**src/rtl/mem_arbiter.sv**
```systemverilog
// Arbitrates instruction-fetch and data ports onto a single physical memory port.
// One transaction in flight; dmem has priority, bounded by STARVE_LIMIT.
module mem_arbiter #(
    parameter int unsigned STARVE_LIMIT = 4
) (
    input  logic        clk,
    input  logic        rst,

    input  logic [31:0] imem_address,
    input  logic        imem_read,
    output logic [31:0] imem_rdata,
    output logic        imem_resp,

    input  logic [31:0] dmem_address,
    input  logic        dmem_read,
    input  logic        dmem_write,
    input  logic [3:0]  dmem_wmask,
    input  logic [31:0] dmem_wdata,
    output logic [31:0] dmem_rdata,
    output logic        dmem_resp,

    output logic [31:0] pmem_address,
    output logic        pmem_read,
    output logic        pmem_write,
    output logic [3:0]  pmem_wmask,
    output logic [31:0] pmem_wdata,
    input  logic [31:0] pmem_rdata,
    input  logic        pmem_resp
);

    localparam int unsigned SW = (STARVE_LIMIT > 0) ? $clog2(STARVE_LIMIT + 1) : 1;

    typedef enum logic [1:0] {IDLE, IBUSY, DBUSY, RESP} state_t;

    state_t        state, state_next;
    logic [SW-1:0] dstreak;
    logic          dmem_req;
    logic          starved;
    logic          grant_i, grant_d;
    logic          serve_d;

    always_comb begin
        dmem_req   = dmem_read | dmem_write;
        starved    = (dstreak == SW'(STARVE_LIMIT));
        grant_i    = 1'b0;
        grant_d    = 1'b0;
        state_next = state;
        case (state)
            IDLE: begin
                if (imem_read && (!dmem_req || starved)) begin
                    grant_i    = 1'b1;
                    state_next = IBUSY;
                end else if (dmem_req) begin
                    grant_d    = 1'b1;
                    state_next = DBUSY;
                end
            end
            IBUSY, DBUSY: if (pmem_resp) state_next = RESP;
            RESP:         state_next = IDLE;
            default:      state_next = IDLE;
        endcase
    end

    always_ff @(posedge clk) begin
        if (rst) state <= IDLE;
        else     state <= state_next;
    end

    always_ff @(posedge clk) begin
        if (rst) begin
            dstreak      <= '0;
            serve_d      <= 1'b0;
            pmem_address <= '0;
            pmem_read    <= 1'b0;
            pmem_write   <= 1'b0;
            pmem_wmask   <= '0;
            pmem_wdata   <= '0;
            imem_rdata   <= '0;
            dmem_rdata   <= '0;
            imem_resp    <= 1'b0;
            dmem_resp    <= 1'b0;
        end else begin
            imem_resp <= 1'b0;
            dmem_resp <= 1'b0;
            if (grant_i) begin
                serve_d      <= 1'b0;
                dstreak      <= '0;
                pmem_address <= {imem_address[31:2], 2'b00};
                pmem_read    <= 1'b1;
                pmem_write   <= 1'b0;
                pmem_wmask   <= '0;
            end
            if (grant_d) begin
                serve_d      <= 1'b1;
                pmem_address <= {dmem_address[31:2], 2'b00};
                // Saturates at the limit; only grows while imem is actually waiting.
                if (!imem_read)    dstreak <= '0;
                else if (!starved) dstreak <= dstreak + 1'b1;
                if (dmem_write) begin
                    pmem_read  <= 1'b0;
                    pmem_write <= 1'b1;
                    pmem_wmask <= dmem_wmask;
                    pmem_wdata <= dmem_wdata;
                end else begin
                    pmem_read  <= 1'b1;
                    pmem_write <= 1'b0;
                    pmem_wmask <= '0;
                end
            end
            if ((state == IBUSY || state == DBUSY) && pmem_resp) begin
                pmem_read  <= 1'b0;
                pmem_write <= 1'b0;
                if (state == IBUSY)  imem_rdata <= pmem_rdata;
                else if (pmem_read)  dmem_rdata <= pmem_rdata;
            end
            if (state == RESP) begin
                if (serve_d) dmem_resp <= 1'b1;
                else         imem_resp <= 1'b1;
            end
        end
    end

endmodule

```
**config.mk**
```make
export PLATFORM = sky130hd
export DESIGN_NAME = mem_arbiter
export DESIGN_NICKNAME = d
export VERILOG_FILES = /design/src/rtl/mem_arbiter.sv
export SDC_FILE = /design/constraint.sdc
export NUM_CORES = 1
export LEC_CHECK = 0
export ABC_AREA = 1
export CAP_MARGIN = 20
export CORE_MARGIN = 5
export CORE_UTILIZATION = 35
export DETAILED_ROUTE_END_ITERATION = 12
export PLACE_DENSITY = 0.72
export SETUP_SLACK_MARGIN = 0.4
export SYNTH_ARGS = -nofsm -noshare
export SYNTH_HDL_FRONTEND = slang
export SYNTH_SLANG_ARGS = --single-unit
```
**constraint.sdc**
```tcl
create_clock -name clk -period 2.5 [get_ports clk]
set_clock_uncertainty 0.05 [all_clocks]
set_input_delay 0.5 -clock clk [delete_from_list [all_inputs] [get_ports clk]]
set_output_delay 0.5 -clock clk [all_outputs]
set_load 0.05 [all_outputs]
```
**Word-level counts from Yosys, hierarchy flattened**

Index checks and enable logic that the tools add are counted.

- Add/sub/neg operators: 1
- Equal/unequal tests: 6
- Mux-type cells: 27
- Bitwise gates (word level): 3
- Reductions and logical operators: 14

Operators with widths:

| kind | count |
|---|---|
| $mux W32 | 2 |
| $mux W1 | 14 |
| $mux W3 | 4 |
| $mux W4 | 3 |
| $mux W2 | 3 |
| $pmux W2 S3 | 1 |
| $reduce_and A2 Y1 | 3 |
| $reduce_or A2 Y1 | 3 |
| $eq A2 B2 Y1 const B | 2 |
| $add A3 B1 Y3 const B | 1 |
| $eq A3 B3 Y1 const B | 1 |
| $ne A3 B3 Y1 const B | 1 |
| $reduce_and A3 Y1 | 1 |
| $eq A2 B1 Y1 const B | 1 |
| $logic_and A1 B1 Y1 | 2 |
| $logic_not A2 Y1 | 1 |
| $logic_or A1 B1 Y1 | 2 |
| $ne A2 B2 Y1 const B | 1 |
| $not A1 Y1 | 2 |
| $reduce_bool A2 Y1 | 1 |
| $logic_not A1 Y1 | 1 |
| $or A1 B1 Y1 | 1 |

- Flip-flop bits (word level): 140
- Input port bits: 138
- Logic and storage cells: 63

**Depth between registers and ports, before layout**

- Word-level depth: 10
- Mapped depth: 10
- Depth with buffers taken out: 10

**Worst setup path before layout**

OpenSTA, ideal clock, no wires.

- Path type: register to register
- Start point: reg dstreak[0]
- End point: reg pmem_address[20]
- Arrival: 1.398 ns
- Required time: 2.331 ns
- Slack: 0.932 ns
- Stages on the path, launching flop included: 11
- Path buffers: 2
- Clock period less this slack: 1.568 ns
- Cells stage by stage: dfxtp_1 > inv_1 > ha_1 > nand2_1 > inv_1 > a21oi_4 > nand2_2 > buf_6 > buf_6 > o21ai_0 > a21oi_1

- Cells in the longest elaborated chain, start to end: 6
- Elaborated cells between the ends (all ways): 9
- Classes of those cells: eq/ne: 1; mux: 5; reduce/logical: 3

Ends and longest elaborated chain:

| item | RTL line | source |
|---|---|---|
| from (decl) | 36 | `logic [SW-1:0] dstreak;` |
| from (signal assigned) | 98 | `else if (!starved) dstreak <= dstreak + 1'b1;` |
| $eq A3 B3 Y1 (*) | 44 | `starved = (dstreak == SW'(STARVE_LIMIT));` |
| $logic_or A1 B1 Y1 (*) | 50 | `if (imem_read && (!dmem_req \|\| starved)) begin` |
| $logic_and A1 B1 Y1 (*) | 50 |  |
| $mux W1 | 50 |  |
| $mux W1 | 48 | `case (state)` |
| $mux W32 or $reduce_bool A2 Y1 (tied branches) | -- |  |
| to (signal assigned) | 88 | `pmem_address <= {imem_address[31:2], 2'b00};` |
| to (signal assigned) | 95 | `pmem_address <= {dmem_address[31:2], 2'b00};` |
| to (decl) | 22 | `output logic [31:0] pmem_address,` |

Every way passes the cells marked *; elsewhere a longest branch is shown, timed or not.
A chain may end at the register's enable or synchronous reset.

**Final worst setup path**

- Start point: reg dstreak[0]
- End point: reg pmem_wdata[1]

- Cells in the longest elaborated chain, start to end: 6

Ends and longest elaborated chain:

| item | RTL line | source |
|---|---|---|
| $eq A3 B3 Y1 | 44 |  |
| $logic_or A1 B1 Y1 | 50 |  |
| $logic_and A1 B1 Y1 | 50 |  |
| $mux W1 | 50 |  |
| $mux W1 | 48 |  |
| $reduce_and A2 Y1 (no line) | -- |  |
| to (signal assigned) | 103 | `pmem_wdata <= dmem_wdata;` |
| to (decl) | 26 | `output logic [31:0] pmem_wdata,` |

No other way between the ends.

==> impl_metrics.tcl <==
set metrics [dict create \
    hold_viol 0 \
    fin_ws_ns 0.584 \
    max_cap_viol_count 0 \
    start_util_pct 35.3 \
    p_per_area_nw_per_um2 1130 \
    io_buffers 267 \
    routed_wl_mm 17.2 \
    synth-adder-area-share_pct 1.17 \
    viasPerCell 4.76 \
    use_met3_pct 7.63 \
    dieArea_um2 17800 \
    grt_usage_pct 18.8 \
    max_slew_margin_pct 46.8 \
    drc_errors 0 \
    min_delay_path_depth 1 \
    place_congestion 0.808 \
    insertion_delay_ns 0.40 \
    syn_area_um2 5330 \
    antenna_found_initial 1 \
    tightest_slew_ns 0.797 \
    clockPowerShare_pct 26.5 \
    fp.dieW_um 133 \
    tns_ns 0 \
    final_common_cell "nand2_1" \
    post-route-period-util_pct 76.6 \
    grt_start_max_net_pins 72 \
    synth_top_family_by_area "simple AND/OR/NAND/NOR gates" \
    synth_compound_gate_area_share_pct 18.7 \
    busiest_layer "met2" \
    most-common-layout-cells "160 x nand2_1, 140 x dfxtp_1, 132 x clkdlybuf4s50_1" \
    cp_max_fo 37 \
    pin_count 274 \
    die_h_um 133 \
    startpoint_type "register" \
    synthSimpleGateAreaFrac_pct 20.9 \
    finalCriticalPeriod_ns 1.92 \
    hp-start "serve_d" \
    ys_seq_area_share_pct 52.6 \
    drive_above_1_share_pct 5.77 \
    yosys.cell_types.count 25 \
    power_frac_seq_pct 30.3 \
    use_met2_pct 31.0 \
    hold_end "imem_resp" \
    cts_buffers 17 \
    rrSetupSlack_ns 0.58 \
    antenna_cells 0 \
    synth_warnings 0 \
    synth_xor_area_share_pct 0 \
    fmax_mhz 522 \
    swShare_pct 43.3 \
    drtIter0Drc 269 \
    power_w 0.00967 \
    cp-end-kind "register" \
    grt_pass1_wl_mm 27.0 \
    cellLeakagePower_nw 3.86 \
    cts_tree "done" \
    clock_sinks 140 \
    pre_cts_ws_ns 0.218 \
    post_cts_buffers 0 \
    h-tree-depth 4 \
    vdd_ir_drop_max_v 0.000521 \
    cts_root_buffer "clkbuf_16" \
    syn2layout_area_growth_pct 60.7 \
    clk_pin_slew_ns 0.06 \
    crit_path_start "dstreak[0]" \
    hold_buffers 0 \
    dp_hpwl_mm 11.9 \
    finalMaxSlewViolations 0 \
    synth.area.mux_share_pct 0 \
    grtUsageMet1_pct 22.7 \
    avgRoutedWirePerCell_um 15.1 \
    avgSynthCellArea_um2 7.70 \
    cp.arrival_ns 2.19 \
    rsz0062_at_grt "no" \
    antenna_left 0 \
    drt_first_pass_iters 4 \
    row_count 45 \
    r2r_start "dstreak[0]" \
    fin_nets 1085 \
    status "completed" \
    ys_seq_elements 140 \
    power_frac_comb_pct 43.3 \
    syn-instance-count 692 \
    clockBufferDepth 2 \
    hold_class "reg -> reg" \
    setup_viol 0 \
    r2r_cells 9 \
    setup.worst_path.class "reg -> reg" \
    synth.area.top_cells "dfxtp_1 53%, nand2_1 11%, a21oi_1 9.6%" \
    first_global_vias 5208 \
    reg2reg_to "pmem_wdata[1]" \
    yosysTopAreaCell "dfxtp_1" \
    core_um2 15100 \
    via_count 5435 \
    grt_remaining_overflow 0 \
    required_ns 2.77 \
    yosysTopAreaCellShare_pct 52.6 \
    internal_power_w 0.00548 \
    switchingPower_w 0.00418 \
    worst_hold_slack_ns 0.378 \
]
-- metrics by stage --
stage          instance area, µm²  std cells  utilization (%)
2_1_floorplan                5330        693                -
3_3_place_gp                 8120       1111             53.8
3_5_place_dp                 8120       1111             53.8
4_1_cts                      8550       1141             56.7
5_1_grt                      8560       1141             56.7
6_report                     8560       1141             56.7
-- power by group through the flow --
| stage | clock network, W | logic [W] | registers (W) |
|---|---|---|---|
| after floorplan | 0 | 0.00148 | 0.00451 |
| after global placement | 0 | 0.00449 | 0.00296 |
| after detailed placement | 0 | 0.00451 | 0.00298 |
| after CTS | 0.00262 | 0.00423 | 0.00293 |
| after global routing | 0.00272 | 0.00451 | 0.00298 |
| final | 0.00256 | 0.00418 | 0.00292 |
-- worst max-delay path, stage by stage, from the launching register on --
cell	delay, ns
dfxtp_1	0.36
inv_1	0.08
ha_1	0.22
nand2_1	0.15
o21ai_1	0.12
nand2_1	0.13
nand3_4	0.18
inv_6	0.30
nand2_1	0.08
a21oi_1	0.16
-- kinds of logic (layout without fill, tap and decap cells) --
group / count (synthesis) / count (layout)
AOI/OAI and AO/OA: 195 / 195
adders and majority gates: 5 / 5
buffers and inverters: 74 / 334
DFF: 140 / 140
other: 1 / 2
and+or+nand+nor: 277 / 277
-- Yosys cell counts, drive strengths merged --
cell type  number
nand4           1
dfxtp         140
buf            26
nand3          42
o21ai          90
inv            23
conb            1
nand2         161
a21oi         103
nor2           73
a211oi          1
clkbuf         25
a22oi           1
ha              5
-- routing by layer --
metal  wire length [µm]  vias up
li1                   -     2772
met1               7350     2423
met2               7960      212
met3               1550       26
met4                308        2
met5                 13        -
-- final cells by class --
class | count | area [µm²]
fill | 1446 | 6530
sequential | 140 | 2800
timing repair buffer | 281 | 2660
multi-input combinational | 479 | 2180
clock buffer | 20 | 457
tap | 188 | 235
clock inverter | 10 | 140
inverter | 23 | 91.3
-- worst max-delay path by stage --
stage                       endpoint  cells after the start  slack, ns
finish                 pmem_wdata[1]                      9       0.58
global route           pmem_wdata[9]                      9       0.40
CTS                    dmem_rdata[4]                      1       0.40
detailed placement     pmem_wdata[1]                      7       0.22
global placement      pmem_wdata[13]                      7       0.28
floorplan           pmem_address[20]                     10       0.93
-- registers in the layout, summed over array words and instances, names as in the netlist --
signal,cells
dmem_rdata,32
dmem_resp,1
dstreak,3
imem_rdata,32
imem_resp,1
pmem_address,30
pmem_read,1
pmem_wdata,32
pmem_wmask,4
pmem_write,1
serve_d,1
state,2
-- timing repair --
item / in CTS / in global routing
pin swaps: 0 / 0
resized for setup: 130 / 5
endpoints found under the setup margin: 130 / 34
Note: power is estimated with default switching activity, not from simulation.
